[config.mk]
export PLATFORM = sky130hd
export DESIGN_NAME = frame_arbiter_flat
export DESIGN_NICKNAME = d
export VERILOG_FILES = /design/src/rtl/frame_arbiter_pkg.sv /design/src/rtl/frame_arbiter_if.sv /design/src/rtl/frame_arbiter_idle_timer.sv /design/src/rtl/frame_arbiter.sv /design/src/flat_wrapper.sv
export SDC_FILE = /design/constraint.sdc
export NUM_CORES = 1
export LEC_CHECK = 0
export BUFFER_PORTS_ARGS = -buffer_cell sky130_fd_sc_hd__buf_4
export CORE_UTILIZATION = 52
export CTS_CLUSTER_SIZE = 8
export DETAILED_ROUTE_END_ITERATION = 7
export GPL_ROUTABILITY_DRIVEN = 0
export PLACE_DENSITY = 0.83
export SYNTH_ARGS = -nofsm -noshare
export SYNTH_HDL_FRONTEND = slang
export SYNTH_HIERARCHICAL = 1
export SYNTH_SLANG_ARGS = --single-unit
export TNS_END_PERCENT = 1
[constraint.sdc]
create_clock -name clk -period 5.8 [get_ports clk]
set_input_delay 0.29 -clock clk [delete_from_list [all_inputs] [get_ports clk]]
set_output_delay 0.29 -clock clk [all_outputs]
set_load 0.01 [all_outputs]
[src/rtl/frame_arbiter_pkg.sv]
// Shared types and constants for the frame arbiter: FSM states and source indices.
package frame_arbiter_pkg;

  typedef enum logic [1:0] {
    IDLE,
    LOAD,
    WAIT_FLIP
  } arb_state_t;

  localparam int SRC_A = 0;
  localparam int SRC_B = 1;

  function automatic logic [1:0] src_onehot(input logic src);
    return (src == 1'(SRC_B)) ? 2'b10 : 2'b01;
  endfunction

endpackage

[src/rtl/frame_arbiter_if.sv]
// Link between the frame arbiter and the data_loader: byte stream, frame handshake, abort.
interface frame_arbiter_if;

  logic [7:0] ldata;
  logic       lvalid;
  logic       loaded;
  logic       ready;
  logic       loader_abort;

  modport master (
    output ldata, lvalid, ready, loader_abort,
    input  loaded
  );

  modport slave (
    input  ldata, lvalid, ready, loader_abort,
    output loaded
  );

endinterface

[src/rtl/frame_arbiter_idle_timer.sv]
// Counts idle cycles of the frame owner; expired is asserted on the cycle the limit is reached.
module idle_timer #(
  parameter int limit = 1000
) (
  input  logic clk,
  input  logic rst,
  input  logic clear,
  input  logic enable,
  output logic expired
);

  localparam int W = (limit < 2) ? 1 : $clog2(limit + 1);

  logic [W-1:0] count;

  assign expired = enable && !clear && (count == W'(limit - 1));

  always_ff @(posedge clk) begin
    if (rst || clear || !enable) begin
      count <= '0;
    end else if (expired) begin
      count <= '0;
    end else begin
      count <= count + 1'b1;
    end
  end

endmodule

[src/rtl/frame_arbiter.sv]
// Arbitrates two byte sources into one data_loader frame and flips display banks.
// Optional owner-idle abort is built when FRAME_ARB_TIMEOUT_EN is defined.
module frame_arbiter
  import frame_arbiter_pkg::*;
#(
  parameter int timeout = 1000,
  parameter int dropw   = 8
) (
  input  logic             clk,
  input  logic             rst,
  input  logic [7:0]       a_data,
  input  logic             a_valid,
  input  logic [7:0]       b_data,
  input  logic             b_valid,
  frame_arbiter_if.master  loader,
  input  logic             frame_complete,
  output logic             mem_flip,
  output logic             frame_flipped,
  output logic [1:0]       grant,
  output logic [dropw-1:0] drop_count
);

  if (dropw < 2) begin : g_bad_dropw
    $error("frame_arbiter: dropw must be at least 2");
  end
  if (timeout < 1) begin : g_bad_timeout
    $error("frame_arbiter: timeout must be at least 1");
  end

  arb_state_t       state;
  logic             owner;
  logic             last_src;
  logic             owner_valid;
  logic             other_valid;
  logic [7:0]       owner_data;
  logic             idle_src;
  logic [1:0]       drop_inc;
  logic [dropw:0]   drop_sum;
  logic [dropw-1:0] drop_next;
  logic             timeout_hit;

  assign owner_valid = (owner == 1'(SRC_A)) ? a_valid : b_valid;
  assign other_valid = (owner == 1'(SRC_A)) ? b_valid : a_valid;
  assign owner_data  = (owner == 1'(SRC_A)) ? a_data  : b_data;

  // On a tie the source that did not win last time takes the frame.
  assign idle_src = (a_valid && b_valid) ? ~last_src :
                    (a_valid ? 1'(SRC_A) : 1'(SRC_B));

  always_comb begin
    drop_inc = 2'd0;
    case (state)
      IDLE:      drop_inc = {1'b0, a_valid & b_valid};
      LOAD:      drop_inc = {1'b0, other_valid};
      WAIT_FLIP: drop_inc = {1'b0, a_valid} + {1'b0, b_valid};
      default:   drop_inc = 2'd0;
    endcase
  end

  assign drop_sum  = {1'b0, drop_count} + {{(dropw-1){1'b0}}, drop_inc};
  assign drop_next = drop_sum[dropw] ? '1 : drop_sum[dropw-1:0];

`ifdef FRAME_ARB_TIMEOUT_EN
  idle_timer #(
    .limit(timeout)
  ) u_idle_timer (
    .clk     (clk),
    .rst     (rst),
    .clear   ((state != LOAD) || owner_valid),
    .enable  (state == LOAD),
    .expired (timeout_hit)
  );
`else
  assign timeout_hit = 1'b0;
`endif

  always_ff @(posedge clk) begin
    if (rst) begin
      state               <= IDLE;
      owner               <= 1'(SRC_A);
      last_src            <= 1'(SRC_B);
      loader.ldata        <= 8'h00;
      loader.lvalid       <= 1'b0;
      loader.ready        <= 1'b1;
      loader.loader_abort <= 1'b0;
      mem_flip            <= 1'b0;
      frame_flipped       <= 1'b0;
      grant               <= 2'b00;
      drop_count          <= '0;
    end else begin
      loader.lvalid       <= 1'b0;
      loader.loader_abort <= 1'b0;
      frame_flipped       <= 1'b0;
      drop_count          <= drop_next;
      case (state)
        IDLE: begin
          if (a_valid || b_valid) begin
            owner         <= idle_src;
            last_src      <= idle_src;
            grant         <= src_onehot(idle_src);
            loader.ldata  <= (idle_src == 1'(SRC_B)) ? b_data : a_data;
            loader.lvalid <= 1'b1;
            state         <= LOAD;
          end
        end
        LOAD: begin
          if (owner_valid) begin
            loader.ldata  <= owner_data;
            loader.lvalid <= 1'b1;
          end
          // A completed frame takes priority over an idle abort in the same cycle.
          if (loader.loaded) begin
            loader.ready <= 1'b0;
            grant        <= 2'b00;
            state        <= WAIT_FLIP;
          end else if (timeout_hit) begin
            loader.loader_abort <= 1'b1;
            grant               <= 2'b00;
            state               <= IDLE;
          end
        end
        WAIT_FLIP: begin
          if (frame_complete) begin
            mem_flip      <= ~mem_flip;
            frame_flipped <= 1'b1;
            loader.ready  <= 1'b1;
            state         <= IDLE;
          end
        end
        default: state <= IDLE;
      endcase
    end
  end

endmodule

[src/flat_wrapper.sv]
// flat-port wrapper written by rule: the top's interface ports become plain ports
module frame_arbiter_flat import frame_arbiter_pkg::*;
#(
  parameter int timeout = 1000,
  parameter int dropw   = 8
)
  (clk, rst, a_data, a_valid, b_data, b_valid, frame_complete, mem_flip, frame_flipped, grant, drop_count, loader_ldata, loader_lvalid, loader_ready, loader_loader_abort, loader_loaded);
  frame_arbiter_if loader_i ();
  input  logic clk;
  input  logic rst;
  input  logic [7:0] a_data;
  input  logic a_valid;
  input  logic [7:0] b_data;
  input  logic b_valid;
  input  logic frame_complete;
  output logic mem_flip;
  output logic frame_flipped;
  output logic [1:0] grant;
  output logic [dropw-1:0] drop_count;
  output wire logic [$bits(loader_i.ldata)-1:0] loader_ldata;
  output wire logic [$bits(loader_i.lvalid)-1:0] loader_lvalid;
  output wire logic [$bits(loader_i.ready)-1:0] loader_ready;
  output wire logic [$bits(loader_i.loader_abort)-1:0] loader_loader_abort;
  input wire logic [$bits(loader_i.loaded)-1:0] loader_loaded;
  assign loader_ldata = loader_i.ldata;
  assign loader_lvalid = loader_i.lvalid;
  assign loader_ready = loader_i.ready;
  assign loader_loader_abort = loader_i.loader_abort;
  assign loader_i.loaded = loader_loaded;
  frame_arbiter #(.timeout(timeout), .dropw(dropw)) u_core (.clk(clk), .rst(rst), .a_data(a_data), .a_valid(a_valid), .b_data(b_data), .b_valid(b_valid), .loader(loader_i), .frame_complete(frame_complete), .mem_flip(mem_flip), .frame_flipped(frame_flipped), .grant(grant), .drop_count(drop_count));
endmodule
==> results.json, run 1 <==
{
  "drt-wirelength-per-cell_um": 13.6,
  "p_int_mw": 0.281,
  "critPathKind": "flop to flop",
  "numPortBuffers": 43,
  "dp_hpwl_mm": 2.00,
  "synth_top_area_share_pct": 41.7,
  "synth_seq_area_share_pct": 41.7,
  "maxCapViolCount": 0,
  "clk_path_buf_depth": 2,
  "r2r-end": "u_core/drop_count[1]",
  "io_pins": 45,
  "vias": 1054,
  "synth_simple_gate_area_share_pct": 16.1,
  "path_clk_slew_ns": 0.14,
  "whs_path_depth": 2,
  "viasPerCell": 5.27,
  "hold_violations": 0,
  "critical_path.max_stage_delay_ns": 0.46,
  "cts-buffers-inserted": 3,
  "timing.rr.start": "u_core/state[1]",
  "htreeDepth": 1,
  "drt_wl_total_mm": 2.73,
  "power_switching_mw": 0.110,
  "crit_path_max_fanout": 11,
  "cts_tree": "yes",
  "power_mw": 0.391,
  "synth-edff-count": 0,
  "cts_sinks": 26,
  "netlist_area_um2": 1250,
  "ant_nets": 0,
  "cts.hold.buffers_added": 0,
  "grt_usage_pct": 22.8,
  "fmax_mhz": 442,
  "rsz0062_at_grt": "false",
  "tightestPinTransition_ns": 0.683,
  "postCtsSetupBuffers": 0,
  "pwr-share-seq_pct": 52.9,
  "area_growth_pct": 28.3,
  "synth_cell_type_count": 38,
  "synthTopCellsByArea": "dfxtp_1 42%, mux2i_1 9.6%, a21oi_1 5.2%",
  "synth.most_common_cell": "dfxtp_1",
  "gr-total-overflow": 0,
  "p_per_area_nw_per_um2": 244,
  "r2r_cells": 7,
  "die_w_um": 51.0,
  "yosys.area_share.adder_pct": 5.61,
  "p_sw_share_pct": 28.1,
  "min-delay-start": "loader_loaded",
  "num_rows": 17,
  "status": "finished clean",
  "die_area_um2": 2600,
  "post-route-period-util_pct": 39.0,
  "synth_cells": 132,
  "crit_chain": "nand2b_2 -> o22ai_1 -> ha_1 -> inv_1 -> fa_1 -> nand4b_1 -> a21oi_1",
  "coreArea_um2": 2230,
  "min_period_ns": 2.26,
  "worst_path_max_delay_cell": "dfxtp_1",
  "setup_violations": 0,
  "min_to": "u_core/state[0]",
  "cp_data_arrival_time_ns": 2.52,
  "nFillCells": 179,
  "num-nets-final": 200,
  "dr.pass1.iters": 4,
  "clockRootBuffer": "clkbuf_4",
  "die_y_um": 51.0,
  "ys_ff_latch": 26,
  "drt_iter0_markers": 13,
  "drc": 0,
  "diodes": 0,
  "clock_skew_ns": 0.00495,
  "holdWs_ns": 0.205,
  "tns_ns": 0,
  "clk-insertion-delay-late_ns": 0.32,
  "p_leak_nw": 0.737,
  "synth_common_cells": "26 x dfxtp_1, 14 x nor2_1, 13 x a21oi_1, 12 x mux2i_1",
  "antenna_found_initial": 0,
  "ctsResizeCount": 0,
  "holdCritPathClass": "input port to flop",
  "rrSetupSlack_ns": 3.54,
  "peakVddDrop_v": 0.000176,
  "grt_max_degree": 27,
  "synth_top_family_by_area": "simple AND/OR/NAND/NOR gates",
  "async_flop_share_pct": 0,
  "muxShareOfSynthArea_pct": 11.4,
  "syn_avg_cell_area_um2": 9.46,
  "initial_core_util_pct": 55.9,
  "drv_slew": 0,
  "synth_ff_type": "dfxtp_1",
  "cp-start-kind": "flop",
  "ys_warn_count": 6,
  "endpoint_kind": "flop",
  "clkPwrFrac_pct": 23.0,
  "synth_xor_xnor_area_share_pct": 3.51,
  "relSlewSlack_pct": 54.3,
  "crit_required_ns": 6.06,
  "drive_gt1_share_pct": 31.4,
  "synth_compound_area_share_pct": 15.9,
  "grt_pass1_wl_mm": 4.44,
  "grt_pass1_vias": 1041,
  "synth_fp_nets": 159,
  "yosysTopAreaCell": "dfxtp_1",
  "combPwrFrac_pct": 24.1
}
placed cells by master (no fill, tap or decap), types with 2 or more instances in the layout:
cell type / synthesis / final
dfxtp_1: 26 / 26
nand2_1: 8 / 8
inv_1: 7 / 7
a21oi_1: 13 / 13
a211oi_1: 8 / 8
nor2_1: 14 / 14
xor2_1: 4 / 4
mux2i_1: 12 / 12
nand4_1: 2 / 2
nor3_1: 2 / 2
ha_1: 4 / 4
clkbuf_4: 0 / 3
buf_4: 2 / 43
nor2b_1: 2 / 2
through the flow:
stage          std cells  utilization [%]  cell area [um2]  setup slack [ns]
2_1_floorplan        132                -             1250              3.75
3_3_place_gp         196             70.1             1570              3.61
3_5_place_dp         196             70.1             1570              3.54
4_1_cts              200             71.7             1600              3.57
5_1_grt              200             71.7             1600              3.34
6_report             200             71.7             1600              3.54
power groups by stage:
stage | sequential, mW | clock (mW) | combinational (mW)
2_1_floorplan | 0.212 | 0 | 0.0548
4_1_cts | 0.207 | 0.0937 | 0.0945
5_1_grt | 0.208 | 0.0986 | 0.103
3_5_place_dp | 0.210 | 0 | 0.0935
6_report | 0.207 | 0.0900 | 0.0941
3_3_place_gp | 0.209 | 0 | 0.0907
logic make-up after synthesis:
family | after synthesis
other cells | 1
buf+inv | 14
mux | 13
xor+xnor | 5
flops | 26
fa+ha+maj | 5
compound gates | 29
simple gates | 39
sequential cells by signal, indices dropped and copies added (netlist names):
| register | cells |
|---|---|
| u_core/drop_count | 8 |
| u_core/loader.ldata | 8 |
| u_core/grant | 2 |
| u_core/state | 2 |
| u_core/frame_flipped | 1 |
| u_core/last_src | 1 |
| u_core/loader.lvalid | 1 |
| u_core/loader.ready | 1 |
| u_core/mem_flip | 1 |
| u_core/owner | 1 |
final cells by class:
class	count	area, um2	area share, %
well taps	28	35.0	2.19
clock buffers	4	36.3	2.27
inverters	7	26.3	1.64
flip-flops and latches	26	520	32.5
multi-input cells	92	661	41.2
repair buffers	43	323	20.2
critical path: cells and delay by family, from the launching register on:
kind | cells | cell delay [ns]
compound gates | 2 | 0.41
flops | 1 | 0.46
simple gates | 2 | 0.63
buf+inv | 1 | 0.05
fa+ha+maj | 2 | 0.65
layer usage:
metal | wire, um | GRT usage [%] | vias to the layer above
met3 | 92 | 3.87 | 2
met2 | 1420 | 43.0 | 22
li1 | - | - | 537
met5 | 0 | 0 | -
met1 | 1200 | 25.6 | 493
met4 | 17 | 7.41 | 0
how the worst max path moves through the flow:
stage,from,cells after the start,to,slack [ns]
finish,u_core/state[1],7,u_core/drop_count[1],3.54
floorplan,u_core/state[1],8,u_core/drop_count[0],3.75
CTS,u_core/state[1],7,u_core/drop_count[5],3.57
global placement,a_valid,10,u_core/drop_count[5],3.61
detailed placement,a_valid,10,u_core/drop_count[5],3.54
global route,u_core/state[0],7,u_core/drop_count[2],3.34
(Power assumes the default switching activity.)
==> run 2: changes to the inputs <==
Settings changed: CORE_UTILIZATION 52 to 48, PLACE_DENSITY 0.83 to 0.78.
Clock period 5.8 ns to 2.2 ns, I/O delays scaled along.
==> results.json, run 2 (synthesis gave the netlist of run 1 again) <==
{
  "drive_gt1_share_pct": 33.9,
  "final_common_cell": "buf_4",
  "grt_pass1_wl_mm": 4.18,
  "num_rows": 18,
  "p_leak_nw": 0.749,
  "seq_area_um2": 523,
  "clockRootBuffer": "clkbuf_4",
  "vias": 1065,
  "multi_input_area_um2": 663,
  "drt-wirelength-per-cell_um": 12.9,
  "p_per_area_nw_per_um2": 636,
  "clk_path_buf_depth": 2,
  "holdCritPathClass": "input port to flop",
  "endpoint_kind": "flop",
  "drt_iter0_markers": 24,
  "grt_usage_pct": 20.6,
  "fmax_mhz": 483,
  "critPathKind": "flop to flop",
  "relSlewSlack_pct": 52.6,
  "maxCapViolCount": 0,
  "cts.hold.buffers_added": 0,
  "clock_skew_ns": 0.0116,
  "post-route-period-util_pct": 94.2,
  "numPortBuffers": 43,
  "cp_top_family": "adder cells",
  "power_mw": 1.03,
  "grt_max_degree": 27,
  "cts_tree": "yes",
  "tightestPinTransition_ns": 0.709,
  "die_y_um": 53.0,
  "grt_pass1_vias": 977,
  "clk-insertion-delay-late_ns": 0.32,
  "num-nets-final": 202,
  "io_pins": 45,
  "cts_sinks": 26,
  "top_regs": "u_core/drop_count x8, u_core/loader.ldata x8",
  "drc": 0,
  "drv_slew": 0,
  "rrSetupSlack_ns": 0.13,
  "diodes": 0,
  "path_clk_slew_ns": 0.14,
  "viasPerCell": 5.22,
  "cp-start-kind": "flop",
  "initial_core_util_pct": 50.4,
  "setup_violations": 0,
  "peakVddDrop_v": 0.000488,
  "status": "finished clean",
  "area_growth_pct": 30.1,
  "ctsResizeCount": 0,
  "postCtsSetupBuffers": 0,
  "rsz0062_at_grt": "false",
  "htreeDepth": 1,
  "worst_path_max_delay_cell": "dfxtp_1",
  "crit_required_ns": 2.45,
  "dp_hpwl_mm": 1.92,
  "nFillCells": 222,
  "crit_path_max_fanout": 6,
  "antenna_found_initial": 0,
  "min_period_ns": 2.07,
  "hold_violations": 0,
  "cts-buffers-inserted": 3,
  "dr.pass1.iters": 4,
  "drt_wl_total_mm": 2.62,
  "crit_chain": "nand2b_2 -> o22ai_1 -> ha_1 -> inv_1 -> fa_2 -> nand4b_1 -> a21oi_1",
  "die_w_um": 53.0,
  "die_area_um2": 2810,
  "cp_num_buf_inv": 1,
  "ant_nets": 0,
  "critical_path.max_stage_delay_ns": 0.39,
  "cp_data_arrival_time_ns": 2.32,
  "tns_ns": 0,
  "coreArea_um2": 2480,
  "final_cell_mix": "45 x buf_4, 24 x dfxtp_1, 14 x nor2_1",
  "gr-total-overflow": 0
}
run 2: cell types whose count changed in the layout (fill, tap and decap cells not counted):
cell and delta:
fa_2 +1, buf_4 +2, dfxtp_2 +2, dfxtp_1 -2
fa_1 -1
run 2: per-layer routing:
metal / GRT usage, % / vias to the layer above / part of all wire (%)
met5: 0 / - / 0
met4: 7.89 / 0 / 0.38
met3: 2.59 / 2 / 3.2
met2: 36.9 / 17 / 53
met1: 24.5 / 503 / 43
li1: - / 543 / -
run 2: worst paths after layout:
| path | from | depth (start not counted) | end |
|---|---|---|---|
| setup / recovery | u_core/state[1] | 7 | u_core/drop_count[0] |
| setup reg to reg | u_core/state[1] | 7 | u_core/drop_count[0] |
| hold reg to reg | u_core/grant[1] | 2 | u_core/grant[1] |
| hold / removal | loader_loaded | 2 | u_core/state[0] |
run 2: worst reg2reg max path: cells and delay by family (launching register included):
family                   cells  cell delay [ns]
adder cells (fa/ha/maj)      2             0.59
AND/OR/NAND/NOR              2             0.57
flip-flops                   1             0.39
AO/OA/AOI/OAI                2             0.39
buffers and inverters        1             0.06
run 2: power by group:
part / total [mW] / switching (mW) / leakage [nW] / internal, mW
combinational: 0.256 / 0.123 / 0.513 / 0.133
clock: 0.238 / 0.137 / 0.0210 / 0.101
sequential: 0.539 / 0.0272 / 0.214 / 0.512
total: 1.03 / 0.287 / 0.749 / 0.745
run 2: metrics by stage:
step	hold slack, ns	cells	area [um2]	util (%)	setup slack, ns
floorplan	0.237	132	1250	-	0.150
global placement	0.349	200	1580	63.9	0.182
detailed placement	0.353	200	1580	63.9	0.0679
CTS	0.00658	204	1620	65.4	0.0122
global route	0.0121	204	1620	65.6	0.0279
finish	0.0135	204	1620	65.6	0.128
run 2: cell type report:
cell class	instances	share of cell area, %
inverter	7	1.62
tap	30	2.31
timing repair buffer	45	20.8
multi-input combinational	92	40.8
sequential	26	32.2
clock buffer	4	2.23
==> run 3: changes to the inputs <==
Settings changed: HOLD_SLACK_MARGIN set to 0.15.
==> results.json, run 3 (synthesis gave the netlist of run 1 again) <==
{
  "status": "finished clean",
  "grt_pass1_vias": 1057,
  "nFillCells": 203,
  "io_pins": 45,
  "crit_required_ns": 2.37,
  "area_growth_pct": 44.1,
  "numPortBuffers": 43,
  "drive_gt1_share_pct": 31.8,
  "path_clk_slew_ns": 0.14,
  "peakVddDrop_v": 0.000515,
  "vias": 1139,
  "grt_max_degree": 27,
  "die_area_um2": 2810,
  "clockRootBuffer": "clkbuf_4",
  "min_to": "u_core/loader.ldata[4]",
  "clk-insertion-delay-late_ns": 0.32,
  "initial_core_util_pct": 50.4,
  "drt_iter0_markers": 11,
  "grt_usage_pct": 23.5,
  "crit_path_max_fanout": 6,
  "ant_nets": 0,
  "tns_ns": 0,
  "drc": 0,
  "cp-start-kind": "flop",
  "num_rows": 18,
  "p_leak_nw": 0.827,
  "hold_violations": 0,
  "final_common_cell": "buf_4",
  "drv_slew": 0,
  "gr-total-overflow": 0,
  "grt_pass1_wl_mm": 4.69,
  "pre_cts_slack_ns": 0.0679,
  "rrSetupSlack_ns": 0.11,
  "clock_skew_ns": 0.0115,
  "cts-buffers-inserted": 3,
  "setup_violations": 0,
  "coreArea_um2": 2480,
  "diodes": 0,
  "endpoint_kind": "flop",
  "crit_chain": "nand2b_2 -> mux2i_4 -> buf_4 -> mux2i_1 -> dlygate4sd3_1 -> a211oi_1",
  "fmax_mhz": 479,
  "final_cell_mix": "47 x buf_4, 24 x dfxtp_1, 16 x dlygate4sd3_1",
  "drt_wl_total_mm": 3.01,
  "min-delay-start": "b_data[4]",
  "cp_data_arrival_time_ns": 2.26,
  "cts_tree": "yes",
  "antenna_found_initial": 0,
  "clkPwrFrac_pct": 22.1,
  "min_period_ns": 2.09,
  "pwr-share-seq_pct": 50.0,
  "holdCritPathClass": "input port to flop",
  "wl_met1_mm": 1.23,
  "post-route-period-util_pct": 94.9,
  "top_regs": "u_core/drop_count x8, u_core/loader.ldata x8",
  "drt-wirelength-per-cell_um": 13.6,
  "critical_path.max_stage_delay_ns": 0.59,
  "post-route-util_pct": 72.6,
  "die_y_um": 53.0,
  "critPathKind": "flop to flop",
  "power_switching_mw": 0.301,
  "p_sw_share_pct": 27.9,
  "r2r-end": "u_core/loader.ldata[1]",
  "dp_hpwl_mm": 1.92,
  "dr.pass1.iters": 4,
  "met2_length_mm": 1.69,
  "maxCapViolCount": 0,
  "htreeDepth": 1,
  "viasPerCell": 5.13,
  "tightestPinTransition_ns": 0.706,
  "wl_met3_um": 87,
  "worst_path_max_delay_cell": "dlygate4sd3_1",
  "num-nets-final": 220,
  "timing.rr.start": "u_core/state[1]",
  "die_w_um": 53.0,
  "highest_layer": "met4",
  "setup_slack_ns": 0.112,
  "r2r_cells": 6,
  "clk_path_buf_depth": 2,
  "whs_path_depth": 3,
  "p_per_area_nw_per_um2": 600,
  "cts_sinks": 26,
  "rsz0062_at_grt": "false",
  "p_int_mw": 0.778,
  "relSlewSlack_pct": 52.8,
  "combPwrFrac_pct": 27.9
}
-- run 3: worst max-delay path by stage --
stage | start | endpoint | slack (ns) | cells after the start
after CTS | u_core/state[0] | u_core/drop_count[5] | 0.01 | 7
final | u_core/state[1] | u_core/loader.ldata[1] | 0.11 | 6
after detailed placement | u_core/state[0] | u_core/drop_count[5] | 0.07 | 7
after global placement | u_core/state[0] | u_core/drop_count[1] | 0.18 | 7
after floorplan | u_core/state[1] | u_core/drop_count[0] | 0.15 | 8
after global routing | u_core/state[1] | u_core/drop_count[5] | 0.03 | 7
-- run 3: power groups by stage --
| stage | combinational (mW) | clock (mW) | sequential [mW] |
|---|---|---|---|
| 5_1_grt | 0.328 | 0.264 | 0.545 |
| 3_3_place_gp | 0.247 | 0 | 0.547 |
| 6_report | 0.301 | 0.239 | 0.539 |
| 2_1_floorplan | 0.144 | 0 | 0.558 |
| 3_5_place_dp | 0.254 | 0 | 0.549 |
| 4_1_cts | 0.288 | 0.245 | 0.539 |
-- run 3: cell type report --
cell class | instances | area [um2] | area share, %
multi-input combinational | 92 | 663 | 36.9
sequential | 26 | 523 | 29.1
timing repair buffer | 63 | 513 | 28.5
tap | 30 | 37.5 | 2.09
clock buffer | 4 | 36.3 | 2.02
inverter | 7 | 26.3 | 1.46
-- run 3: worst max-delay path: cells and delay by family (launching register included) --
kind | cells | cell delay [ns]
multiplexers | 2 | 0.46
buffers and inverters | 2 | 0.75
AND/OR/NAND/NOR | 1 | 0.21
AO/OA/AOI/OAI | 1 | 0.07
flip-flops | 1 | 0.45
-- run 3: per-stage QoR --
| step | hold slack (ns) | instances | area, um2 | total power, mW |
|---|---|---|---|---|
| after floorplan | 0.237 | 132 | 1250 | 0.702 |
| after global placement | 0.349 | 200 | 1580 | 0.794 |
| after detailed placement | 0.353 | 200 | 1580 | 0.803 |
| after CTS | 0.165 | 220 | 1780 | 1.07 |
| after global routing | 0.167 | 222 | 1800 | 1.14 |
| final | 0.174 | 222 | 1800 | 1.08 |
-- run 3: per-layer routing --
layer / up-vias / GRT usage, %
met5: - / 0
met4: 0 / 7.89
met1: 536 / 27.6
met2: 23 / 43.5
met3: 2 / 2.59
li1: 578 / -
-- run 3: repair_timing --
item | CTS | global route
buffers inserted | 0 | 2
endpoints found under the hold margin | 14 | 0
setup endpoints to repair | 0 | 12
gates resized for setup | 0 | 3
hold buffers | 16 | 0
